File: config.mk
export PLATFORM = sky130hd
export DESIGN_NAME = csr_unit
export DESIGN_NICKNAME = d
export VERILOG_FILES = /design/src/rtl/csr_unit.sv
export SDC_FILE = /design/constraint.sdc
export NUM_CORES = 1
export LEC_CHECK = 0
export ABC_AREA = 1
export BUFFER_PORTS_ARGS = -buffer_cell sky130_fd_sc_hd__buf_4
export CAP_MARGIN = 20
export CORE_MARGIN = 2
export CORE_UTILIZATION = 54
export DETAILED_ROUTE_END_ITERATION = 10
export HOLD_SLACK_MARGIN = 0.08
export PLACE_DENSITY_LB_ADDON = 0.3
export SKIP_LAST_GASP = 1
export SYNTH_ARGS = -nofsm -noshare
export SYNTH_HDL_FRONTEND = slang
export SYNTH_SLANG_ARGS = --single-unit
File: constraint.sdc
create_clock -name i_clk -period 2.4 [get_ports i_clk]
set_clock_uncertainty 0.2 [all_clocks]
set_input_delay 0.24 -clock i_clk [delete_from_list [all_inputs] [get_ports i_clk]]
set_output_delay 0.24 -clock i_clk [all_outputs]
set_load 0.02 [all_outputs]
File: src/rtl/csr_unit.sv
// Machine-mode CSR file: trap/mret bookkeeping, direct-mode mtvec, and 64-bit
// cycle/instret counters with combinational read and illegal-access decode.
module csr_unit #(
  parameter logic [31:0] HART_ID     = 32'd0,
  parameter logic [31:0] MTVEC_RESET = 32'h0000_0000,
  parameter bit          COUNTER_EN  = 1'b1
) (
  input  logic        i_clk,
  input  logic        i_rst_n,
  input  logic        i_rd,
  input  logic        i_wr,
  input  logic        i_set,
  input  logic        i_clr,
  input  logic [11:0] i_addr,
  input  logic [31:0] i_wr_data,
  output logic [31:0] o_rd_data,
  output logic        o_illegal,
  input  logic        i_retire,
  input  logic        i_trap,
  input  logic [31:0] i_trap_pc,
  input  logic [31:0] i_trap_cause,
  input  logic [31:0] i_trap_val,
  input  logic        i_mret,
  output logic [31:0] o_trap_vector,
  output logic [31:0] o_epc,
  output logic        o_mie
);

  localparam logic [11:0] A_MSTATUS   = 12'h300;
  localparam logic [11:0] A_MTVEC     = 12'h305;
  localparam logic [11:0] A_MSCRATCH  = 12'h340;
  localparam logic [11:0] A_MEPC      = 12'h341;
  localparam logic [11:0] A_MCAUSE    = 12'h342;
  localparam logic [11:0] A_MTVAL     = 12'h343;
  localparam logic [11:0] A_MCYCLE    = 12'hB00;
  localparam logic [11:0] A_MCYCLEH   = 12'hB80;
  localparam logic [11:0] A_MINSTRET  = 12'hB02;
  localparam logic [11:0] A_MINSTRETH = 12'hB82;
  localparam logic [11:0] A_CYCLE     = 12'hC00;
  localparam logic [11:0] A_CYCLEH    = 12'hC80;
  localparam logic [11:0] A_INSTRET   = 12'hC02;
  localparam logic [11:0] A_INSTRETH  = 12'hC82;
  localparam logic [11:0] A_MHARTID   = 12'hF14;
  localparam logic [31:0] LOW2_MASK   = 32'hFFFF_FFFC;

  logic        mie, mpie;
  logic [31:0] mtvec, mscratch, mepc, mcause, mtval;
  logic [63:0] mcycle, minstret;

  logic [31:0] mstatus_rd, rd_raw, wr_val;
  logic        impl, is_cnt, any_acc, write_op, do_write, sys_wr;

  // MPP is hardwired to machine mode
  assign mstatus_rd = {19'd0, 2'b11, 3'd0, mpie, 3'd0, mie, 3'd0};

  always_comb begin
    rd_raw = 32'd0;
    impl   = 1'b1;
    is_cnt = 1'b0;
    case (i_addr)
      A_MSTATUS:              rd_raw = mstatus_rd;
      A_MTVEC:                rd_raw = mtvec;
      A_MSCRATCH:             rd_raw = mscratch;
      A_MEPC:                 rd_raw = mepc;
      A_MCAUSE:               rd_raw = mcause;
      A_MTVAL:                rd_raw = mtval;
      A_MHARTID:              rd_raw = HART_ID;
      A_MCYCLE, A_CYCLE: begin
        is_cnt = 1'b1;
        rd_raw = mcycle[31:0];
      end
      A_MCYCLEH, A_CYCLEH: begin
        is_cnt = 1'b1;
        rd_raw = mcycle[63:32];
      end
      A_MINSTRET, A_INSTRET: begin
        is_cnt = 1'b1;
        rd_raw = minstret[31:0];
      end
      A_MINSTRETH, A_INSTRETH: begin
        is_cnt = 1'b1;
        rd_raw = minstret[63:32];
      end
      default:                impl = 1'b0;
    endcase
  end

  assign o_rd_data = (is_cnt && !COUNTER_EN) ? 32'd0 : rd_raw;

  assign any_acc  = i_rd | i_wr | i_set | i_clr;
  assign write_op = i_wr | ((i_set | i_clr) & (i_wr_data != 32'd0));
  assign o_illegal = any_acc & (!impl
                              | (write_op & (i_addr[11:10] == 2'b11))
                              | (!COUNTER_EN & is_cnt));

  always_comb begin
    wr_val = o_rd_data & ~i_wr_data;
    if (i_wr)       wr_val = i_wr_data;
    else if (i_set) wr_val = o_rd_data | i_wr_data;
  end

  assign do_write = write_op & ~o_illegal;
  // trap/mret own mstatus/mepc/mcause/mtval in their cycle
  assign sys_wr   = do_write & ~i_trap & ~i_mret;

  always_ff @(posedge i_clk or negedge i_rst_n) begin
    if (!i_rst_n) begin
      mie    <= 1'b0;
      mpie   <= 1'b0;
      mepc   <= 32'd0;
      mcause <= 32'd0;
      mtval  <= 32'd0;
    end else if (i_trap) begin
      mepc   <= i_trap_pc & LOW2_MASK;
      mcause <= i_trap_cause;
      mtval  <= i_trap_val;
      mpie   <= mie;
      mie    <= 1'b0;
    end else if (i_mret) begin
      mie  <= mpie;
      mpie <= 1'b1;
    end else if (sys_wr) begin
      case (i_addr)
        A_MSTATUS: begin
          mie  <= wr_val[3];
          mpie <= wr_val[7];
        end
        A_MEPC:   mepc   <= wr_val & LOW2_MASK;
        A_MCAUSE: mcause <= wr_val;
        A_MTVAL:  mtval  <= wr_val;
        default: ;
      endcase
    end
  end

  always_ff @(posedge i_clk or negedge i_rst_n) begin
    if (!i_rst_n) begin
      mtvec    <= MTVEC_RESET & LOW2_MASK;
      mscratch <= 32'd0;
    end else if (do_write) begin
      if (i_addr == A_MTVEC)    mtvec    <= wr_val & LOW2_MASK;
      if (i_addr == A_MSCRATCH) mscratch <= wr_val;
    end
  end

  // A write to either half loads it and suppresses that counter's increment
  always_ff @(posedge i_clk or negedge i_rst_n) begin
    if (!i_rst_n) begin
      mcycle   <= 64'd0;
      minstret <= 64'd0;
    end else if (COUNTER_EN) begin
      if (do_write && i_addr == A_MCYCLE)        mcycle <= {mcycle[63:32], wr_val};
      else if (do_write && i_addr == A_MCYCLEH)  mcycle <= {wr_val, mcycle[31:0]};
      else                                       mcycle <= mcycle + 64'd1;

      if (do_write && i_addr == A_MINSTRET)       minstret <= {minstret[63:32], wr_val};
      else if (do_write && i_addr == A_MINSTRETH) minstret <= {wr_val, minstret[31:0]};
      else if (i_retire)                          minstret <= minstret + 64'd1;
    end
  end

  assign o_trap_vector = {mtvec[31:2], 2'b00};
  assign o_epc         = mepc;
  assign o_mie         = mie;

endmodule

==> flow_summary_export.csv, run 1 <==
group,metric,value,unit
status,status,"aborted with a tool error",
status,haltStage,"global routing",
status,firstError,"[ERROR GRT-0232] Routing congestion too high. Check the congestion heatmap in the GUI.",
logic_synthesis,synth-seq-cells,286,
logic_synthesis,netlist_top_cells_area,"dfrtp_1 (35%), nand2_1 (25%), nand3_1 (12%)",
logic_synthesis,yosys_warnings,0,
logic_synthesis,yosysUniqueCellTypes,36,
logic_synthesis,syn_avg_cell_area,6.215,µm²
logic_synthesis,syn_inst,3298,
logic_synthesis,synth_top_area_share,34.92,%
place,placed_area,26110,µm²
die,ioPinCount,247,
cts,clkSinkCount,286,
place,place_hpwl,79700,µm
global_route,gr-usage-all-layers,87.17,%
timing,grt-worst-endpoint,"o_rd_data[17]",
cts,clockBufferDepth,3,
cts,htreeDepth,2,
die,die_h,198.8,µm
place,gp_routability_congestion,1.116,
timing,endpoint_type,"primary output",
logic_synthesis,synth_area,20500,µm²
cts,cts_made_buffers,35,
cts,clock-root-buffer,"clkbuf_16",
logic_synthesis,yosysSeqAreaShare,34.92,%
die,die_x,198.8,µm
die,rows,71,
global_route,gr-total-overflow,409,
global_route,grt_max_degree,97,
die,start_util,54.68,%
logic_synthesis,synth_top_area_cell,"dfrtp_1",
place,io_buffers,240,
place,dp_cells,4297,
-- kinds of logic after synthesis --
group	after synthesis	share of synthesized area, %
AOI/OAI and AO/OA	105	2.851
xor gates and xnor gates	111	4.743
adders and majority gates	2	0.1221
buffers and inverters	387	7.807
DFF	286	34.92
muxes	1	0.04884
other	1	0.01830
and+or+nand+nor	2405	49.49
-- timing repair --
item,4_1_cts
gates resized for setup,57
cloned,3
setup endpoints to repair,38
hold buffers,104
hold endpoints to repair,412
pin swaps,9
buffers inserted,17
-- per-layer routing --
metal / GRT overflow / track usage, %
met5: 7 / 63.86
met4: 148 / 86.82
met3: 49 / 79.62
met2: 170 / 95.79
met1: 35 / 86.89
-- metrics by stage --
stage,setup slack [ps],TNS [ps]
after CTS,-70.06,-170.2
after detailed placement,-495.1,-65480
after global placement,-385.0,-47640
after floorplan,153.3,0
-- cell usage after synthesis --
master,count
nand2_1,1366
nand3_1,499
nor2_1,335
dfrtp_1,286
inv_1,212
xor2_1,83
nand4_1,79
clkbuf_1,72
nor3_1,72
buf_2,55
o21ai_0,54
xnor2_1,28
o21ai_1,27
buf_4,21
o211ai_1,20
buf_1,16
nand3b_1,16
nand2_2,11
inv_2,9
nor2_2,7
or2_2,5
nor2_4,4
nor4_1,3
a21boi_0,2
and2_1,2
clkinv_1,2
ha_1,2
nand4_2,2
a21oi_1,1
and3_1,1
conb_1,1
mux2i_1,1
nand2_4,1
nand3_4,1
nor3b_1,1
o2111ai_1,1
==> inputs of run 2 (changes only) <==
--- a/config.mk
+++ b/config.mk
@@ -9,10 +9,9 @@
 export BUFFER_PORTS_ARGS = -buffer_cell sky130_fd_sc_hd__buf_4
 export CAP_MARGIN = 20
 export CORE_MARGIN = 2
-export CORE_UTILIZATION = 54
+export CORE_UTILIZATION = 40
 export DETAILED_ROUTE_END_ITERATION = 10
-export HOLD_SLACK_MARGIN = 0.08
-export PLACE_DENSITY_LB_ADDON = 0.3
+export PLACE_DENSITY_LB_ADDON = 0.15
 export SKIP_LAST_GASP = 1
 export SYNTH_ARGS = -nofsm -noshare
 export SYNTH_HDL_FRONTEND = slang
==> constraint.sdc (replaced) <==
create_clock -name i_clk -period 3.1 [get_ports i_clk]
set_clock_uncertainty 0.2 [all_clocks]
set_input_delay 0.31 -clock i_clk [delete_from_list [all_inputs] [get_ports i_clk]]
set_output_delay 0.31 -clock i_clk [all_outputs]
set_load 0.02 [all_outputs]
==> run 2 against run 1 <==
Net effect: the run now ends clean; synthesized cell count is the same; synthesized area is the same.
==> flow_summary_export.csv, run 2 <==
group,metric,value,unit
drt,num_vias,25190,
cts,postCtsSetupBuffers,0,
status,status,"completed",
logic_synthesis,yosysSeqAreaShare,34.92,%
logic_synthesis,synthArstFlopShare,100.0,%
drt,drt-initial-drc-count,3138,
setup_path,cpMaxStageDelayCell,"nand3_1",
logic_synthesis,synth-seq-cells,286,
drt,wire_per_inst,24.38,µm
setup_path,worstSetupStartpointType,"input port",
logic_synthesis,synth_top_area_share,34.92,%
timing,final.period_utilization,98.70,%
drt,vias_per_cell,5.694,
setup_path,required,2590,ps
logic_synthesis,netlist_top_cells_area,"dfrtp_1 (35%), nand2_1 (25%), nand3_1 (12%)",
layout,seqCellArea,7157,µm²
global_route,gr-total-overflow,0,
logic_synthesis,synth_top_area_cell,"dfrtp_1",
logic_synthesis,syn_inst,3298,
timing,tightest_slew,697.3,ps
logic_synthesis,syn_avg_cell_area,6.215,µm²
setup_path,cp-end-kind,"output port",
layout,stdcell_count,4424,
logic_synthesis,synth_edf_count,0,
layout,drive_above_1_share,14.73,%
place,place_ws,-125.3,ps
timing,slew_viol_final,0,
cts,clk_pin_slew_worst_paths,60,ps
cts,clockBufferDepth,3,
timing,setup_viol,0,
cts,clock-root-buffer,"clkbuf_16",
setup_path,critPathMaxFanout,29,
place,place_hpwl,82850,µm
die,rows,82,
die,die_h,230.4,µm
die,die_x,230.4,µm
layout,reg_top3,"mcycle (64), minstret (64)",
global_route,antenna_found_initial,7,
layout,fillCellCount,5068,
die,core_area,50380,µm²
layout,syn_to_final_growth,31.05,%
setup_path,crit_chain,"buf_4, nand2_2, inv_1, nand2_1, nand2_2, buf_12, buf_4, nand3_1, nand2_1, nor2_1, nand3_1, buf_4, buf_4",
drt,drc,0,
place,gp_routability_congestion,1.039,
timing,slew_headroom,53.10,%
logic_synthesis,synth-main-ff-cell,"dfrtp_1",
power,p_leak,13.55,nW
cts,cts_made_buffers,37,
logic_synthesis,yosysUniqueCellTypes,36,
die,ioPinCount,247,
layout,nets,3870,
timing,rsz0062_at_grt,"false",
cts,htreeDepth,2,
drt,drtAntennaViolNets,0,
die,start_util,40.69,%
cts,cts_tree,"built",
timing,final.min_clock_period,3060,ps
power,peakVddDrop,0.0003176,V
hold_path,min_path_type,"in -> reg",
global_route,gr-usage-all-layers,40.23,%
layout,multi_input_area,11770,µm²
setup_path,setup.worst_path.class,"in -> out",
setup_path,path_common_cell,"buf_4",
layout,final_common_cell,"nand2_1",
timing,final_hold_viol_count,0,
cts,clk_latency,590,ps
place,io_buffers,240,
logic_synthesis,synth_area,20500,µm²
layout,layout_common_cells,"nand2_1 (1365), nand3_1 (499), buf_4 (396)",
timing,clock.fmax,0.3268,GHz
logic_synthesis,yosys_warnings,0,
die,die_area,53070,µm²
setup_path,cp_data_arrival_time,2550,ps
global_route,grt_pass1_wl,157600,µm
cts,clkSinkCount,286,
job,cap_violations,0,
power,power_density,384.8,nW/µm²
logic_synthesis,synth.most_common_cell,"nand2_1",
timing,setup_slack,40.26,ps
place,dp_cells,4252,
global_route,grt_pass1_vias,23582,
drt,totalWireLength,107900,µm
logic_synthesis,synthTopCellsByCount,"nand2_1 (1366), nand3_1 (499), nor2_1 (335)",
setup_path,critPathMaxStageDelay,410,ps
global_route,grt_max_degree,82,
drt,firstDrtPassIters,9,
==> run 2: final timing paths <==
check                            startpoint       endpoint  slack, ps  cells after the start
worst max-delay path             i_addr[11]  o_rd_data[24]         40                     13
worst min-delay path                 i_trap       mtval[9]         20                      5
worst max register to register  minstret[1]   minstret[30]        180                     11
worst min register to register  mscratch[1]    mscratch[1]        270                      2
max in group asynchronous           i_rst_n      mcause[8]       1690                      3
min in group asynchronous           i_rst_n     mcycle[33]         90                      2
==> run 2: routing by layer <==
layer / track usage (%) / share of wire, % / up-vias
li1: - / - / 11375
met1: 54.91 / 40 / 11987
met2: 61.02 / 43 / 1573
met3: 7.905 / 11 / 253
met4: 19.38 / 5.5 / 2
met5: 0 / 0.012 / -
==> run 2: repair_timing <==
action,in CTS,in global routing
hold endpoints to repair,194,0
endpoints found under the setup margin,0,2
gates resized for setup,0,1
hold buffers,100,0
==> run 2: power breakdown <==
| group | switching [W] | total [W] | leakage, nW | internal, W |
|---|---|---|---|---|
| Combinational | 0.000871 | 0.00146 | 9.18 | 0.000586 |
| Sequential | 0.000181 | 0.00409 | 3.71 | 0.00391 |
| Clock | 0.00188 | 0.00479 | 0.658 | 0.00291 |
==> run 2: layout make-up <==
class / instances / share of cell area (%)
Tap cell: 672 / 3.130
Clock inverter: 19 / 1.034
Antenna cell: 4 / 0.03726
Clock buffer: 49 / 3.917
Sequential cell: 286 / 26.64
Inverter: 223 / 3.126
Timing Repair Buffer: 543 / 18.28
Multi-Input combinational cell: 2628 / 43.83
==> run 2: stage by stage <==
stage / hold WS [ps] / power (W) / setup TNS (ps) / area [µm²] / utilization, %
floorplan: -185.6 / 0.004672 / 0 / 20510 / -
finish: 16.55 / 0.01034 / 0 / 26860 / 53.32
detailed placement: 116.7 / 0.005463 / -1119 / 24520 / 48.67
global route: 57.52 / 0.01066 / 0 / 26850 / 53.30
CTS: 2.089 / 0.01033 / 0 / 26850 / 53.30
global placement: 109.0 / 0.005442 / -96.42 / 24520 / 48.67
==> run 2: worst max-delay path, delay by kind of cell <==
kind	cells	cell delay, ps
and+or+nand+nor	7	1160
buffers and inverters	6	1050
==> run 2: cells by family after synthesis <==
| kind of cell | share of synthesized area, % |
|---|---|
| adders and majority gates | 0.1221 |
| and+or+nand+nor | 49.49 |
| AOI/OAI and AO/OA | 2.851 |
| xor gates and xnor gates | 4.743 |
| muxes | 0.04884 |
| other | 0.01830 |
| DFF | 34.92 |
| buffers and inverters | 7.807 |
Power figures use the tool's default switching activity.
==> inputs of run 3 (changes only) <==
--- a/config.mk
+++ b/config.mk
@@ -5,12 +5,12 @@
 export SDC_FILE = /design/constraint.sdc
 export NUM_CORES = 1
 export LEC_CHECK = 0
-export ABC_AREA = 1
 export BUFFER_PORTS_ARGS = -buffer_cell sky130_fd_sc_hd__buf_4
 export CAP_MARGIN = 20
 export CORE_MARGIN = 2
 export CORE_UTILIZATION = 40
 export DETAILED_ROUTE_END_ITERATION = 10
+export HOLD_SLACK_MARGIN = 0.03
 export PLACE_DENSITY_LB_ADDON = 0.15
 export SKIP_LAST_GASP = 1
 export SYNTH_ARGS = -nofsm -noshare
==> run 3 against run 2 <==
Net effect: total power is essentially flat; sequential power grew 6.6%; core utilization rose by 3.6 points; first-iteration DRC count fell by 17%; global-route usage shrank 1.8 points; register-to-register slack worse by 80 ps; largest power group is now registers.
==> flow_summary_export.csv, run 3 <==
group,metric,value,unit
global_route,gr-usage-all-layers,38.46,%
place,io_buffers,240,
drt,drc,0,
setup_path,r2r_cells,10,
cts,cts_made_buffers,36,
timing,holdWs,51.90,ps
hold_path,min_path_type,"in -> reg",
logic_synthesis,synth-seq-cells,286,
logic_synthesis,yosys_warnings,0,
place,gp_routability_congestion,0.9951,
cts,clock-root-buffer,"clkbuf_16",
drt,wire_per_inst,28.47,µm
layout,reg_top3,"mcycle (64), minstret (64)",
logic_synthesis,synth_compound_area_share,24.82,%
die,core_area,44220,µm²
die,rows,77,
logic_synthesis,synth.most_common_cell,"dfrtp_1",
layout,final_common_cell,"buf_4",
die,die_h,215.5,µm
drt,drt-initial-drc-count,2593,
drt,num_vias,20162,
setup_path,cp-endpoint,"o_illegal",
setup_path,crit_chain,"dlygate4sd3_1, buf_4, nor2_1, nand4_1, or3_1, o21ai_0, o21ai_1, o31a_1, buf_4",
cts,clk_latency,570,ps
setup_path,cpMaxStageDelayCell,"dlygate4sd3_1",
cts,clk_pin_slew_worst_paths,60,ps
place,place_hpwl,68170,µm
die,die_x,215.5,µm
logic_synthesis,synth_fa_ha_area_share,0.1398,%
setup_path,setup.worst_path.class,"in -> out",
timing,final_hold_viol_count,0,
logic_synthesis,synth_top_area_cell,"dfrtp_1",
place,place_ws,-442.8,ps
setup_path,startpoint,"i_wr_data[17]",
setup_path,crit_buf_inv,3,
logic_synthesis,yosysUniqueCellTypes,97,
setup_path,regToRegEndpoint,"mtval[17]",
setup_path,critPathMaxFanout,3,
layout,multi_input_area,9950,µm²
logic_synthesis,syn_inst,1993,
logic_synthesis,yosys.area_share.xor_xnor,2.349,%
layout,syn_to_final_growth,40.65,%
die,ioPinCount,247,
power,peakVddDrop,0.0003117,V
logic_synthesis,netlist_top_cells_area,"dfrtp_1 (40%), a21oi_1 (6.0%), mux2i_1 (4.6%)",
drt,vias_per_cell,6.342,
timing,clock.fmax,0.3248,GHz
power,power,0.01034,W
logic_synthesis,synth_top_family_by_area,"compound AO/OA/AOI/OAI gates",
logic_synthesis,synth_area,17900,µm²
global_route,gr-total-overflow,0,
layout,fillCellCount,3899,
logic_synthesis,synth-main-ff-cell,"dfrtp_1",
drt,totalWireLength,90510,µm
global_route,grt_pass1_vias,19622,
drt,drtAntennaViolNets,0,
timing,rsz0062_at_grt,"true",
cts,cts_tree,"built",
timing,final.period_utilization,99.31,%
setup_path,cp-end-kind,"output port",
job,cap_violations,0,
logic_synthesis,muxShareOfSynthArea,5.908,%
setup_path,r2r_start,"minstret[49]",
place,placed_area,22940,µm²
power,p_leak,11.02,nW
global_route,grt_max_degree,72,
timing,slew_viol_final,0,
logic_synthesis,synthSimpleGateAreaFrac,21.57,%
layout,layout_common_cells,"buf_4 (538), dfrtp_1 (284), a21oi_1 (214)",
drt,firstDrtPassIters,8,
layout,stdcell_count,3179,
logic_synthesis,synth_edf_count,0,
cts,htreeDepth,2,
cts,clockBufferDepth,3,
layout,nets,2711,
global_route,grt_pass1_wl,132500,µm
global_route,antenna_found_initial,5,
layout,seqCellArea,7159,µm²
logic_synthesis,synthArstFlopShare,100.0,%
die,start_util,40.47,%
place,dp_cells,3014,
setup_path,cp.depth,9,
setup_path,r2r_setup_slack,100,ps
cts,clkSinkCount,286,
die,die_area,46450,µm²
cts,postCtsSetupBuffers,0,
timing,final.min_clock_period,3078,ps
layout,drive_above_1_share,28.55,%
logic_synthesis,yosysSeqAreaShare,39.99,%
setup_path,critPathMaxStageDelay,540,ps
timing,setup_slack,21.54,ps
timing,tightest_slew,1102,ps
setup_path,required,2590,ps
logic_synthesis,synthTopCellsByCount,"dfrtp_1 (286), a21oi_1 (215), nor2_1 (177)",
timing,slew_headroom,26.52,%
setup_path,cp_data_arrival_time,2570,ps
setup_path,crit_family,"buffers and inverters",
setup_path,worstSetupStartpointType,"input port",
timing,setup_viol,0,
setup_path,path_common_cell,"buf_4",
power,power_density,411.0,nW/µm²
logic_synthesis,synth_top_area_share,39.99,%
logic_synthesis,syn_avg_cell_area,8.979,µm²
status,status,"completed",
layout,design_area,25170,µm²
-- run 3: area by class of cell --
class / count / share of cell area, %
multi-input cells: 1510 / 39.53
flip-flops and latches: 286 / 28.44
repair buffers: 687 / 23.88
clock buffers: 52 / 4.176
well taps: 592 / 2.943
inverters: 39 / 0.5816
clock inverters: 11 / 0.4275
diodes: 2 / 0.01988
-- run 3: through the flow --
stage          utilization, %  setup TNS, ps
3_3_place_gp            51.85         -53800
6_report                56.92              0
2_1_floorplan               -              0
5_1_grt                 56.91         -5.491
3_5_place_dp            51.88         -54720
4_1_cts                 56.85              0
-- run 3: worst min-delay path: cells and delay by family --
kind                   cells  cell delay, ps
buffers and inverters      2             260
AO/OA/AOI/OAI              2             190
-- run 3: cells by family (layout without fill, tap and decap cells) --
logic type	count (synthesis)	in the layout
buffers and inverters	200	789
multiplexers	98	98
adder cells (fa/ha/maj)	2	2
AO/OA/AOI/OAI	662	662
flip-flops	286	286
XOR/XNOR	48	48
other	1	6
AND/OR/NAND/NOR	696	696
-- run 3: per-layer routing --
metal | vias up | track usage, % | wire (µm)
met4 | 4 | 15.06 | 3683
met3 | 226 | 8.273 | 9430
met1 | 9983 | 52.79 | 36920
met5 | - | 0 | 28
met2 | 1255 | 59.30 | 40450
li1 | 8694 | - | -
-- run 3: how the worst min path moves through the flow --
stage	cells after the start	start	end	slack (ps)
after CTS	4	i_wr_data[10]	mtvec[10]	30
after detailed placement	1	i_rst_n	minstret[51]	130
final	4	i_wr_data[29]	mtval[29]	50
after floorplan	0	i_rst_n	mcause[0]	-190
after global placement	1	i_rst_n	minstret[51]	140
after global routing	4	i_trap_cause[1]	mcause[1]	60
-- run 3: power breakdown --
part | leakage (nW) | internal [W] | total (W) | switching (W)
sequential | 3.65 | 0.00398 | 0.00436 | 0.000382
combinational | 6.81 | 0.000786 | 0.00174 | 0.000959
clock | 0.567 | 0.00245 | 0.00424 | 0.00178
-- run 3: what timing repair did --
item / CTS / global route
endpoints found under the setup margin: 5 / 8
resized for setup: 6 / 8
pin swaps: 0 / 0
endpoints found under the hold margin: 160 / 0
hold buffers: 100 / 0
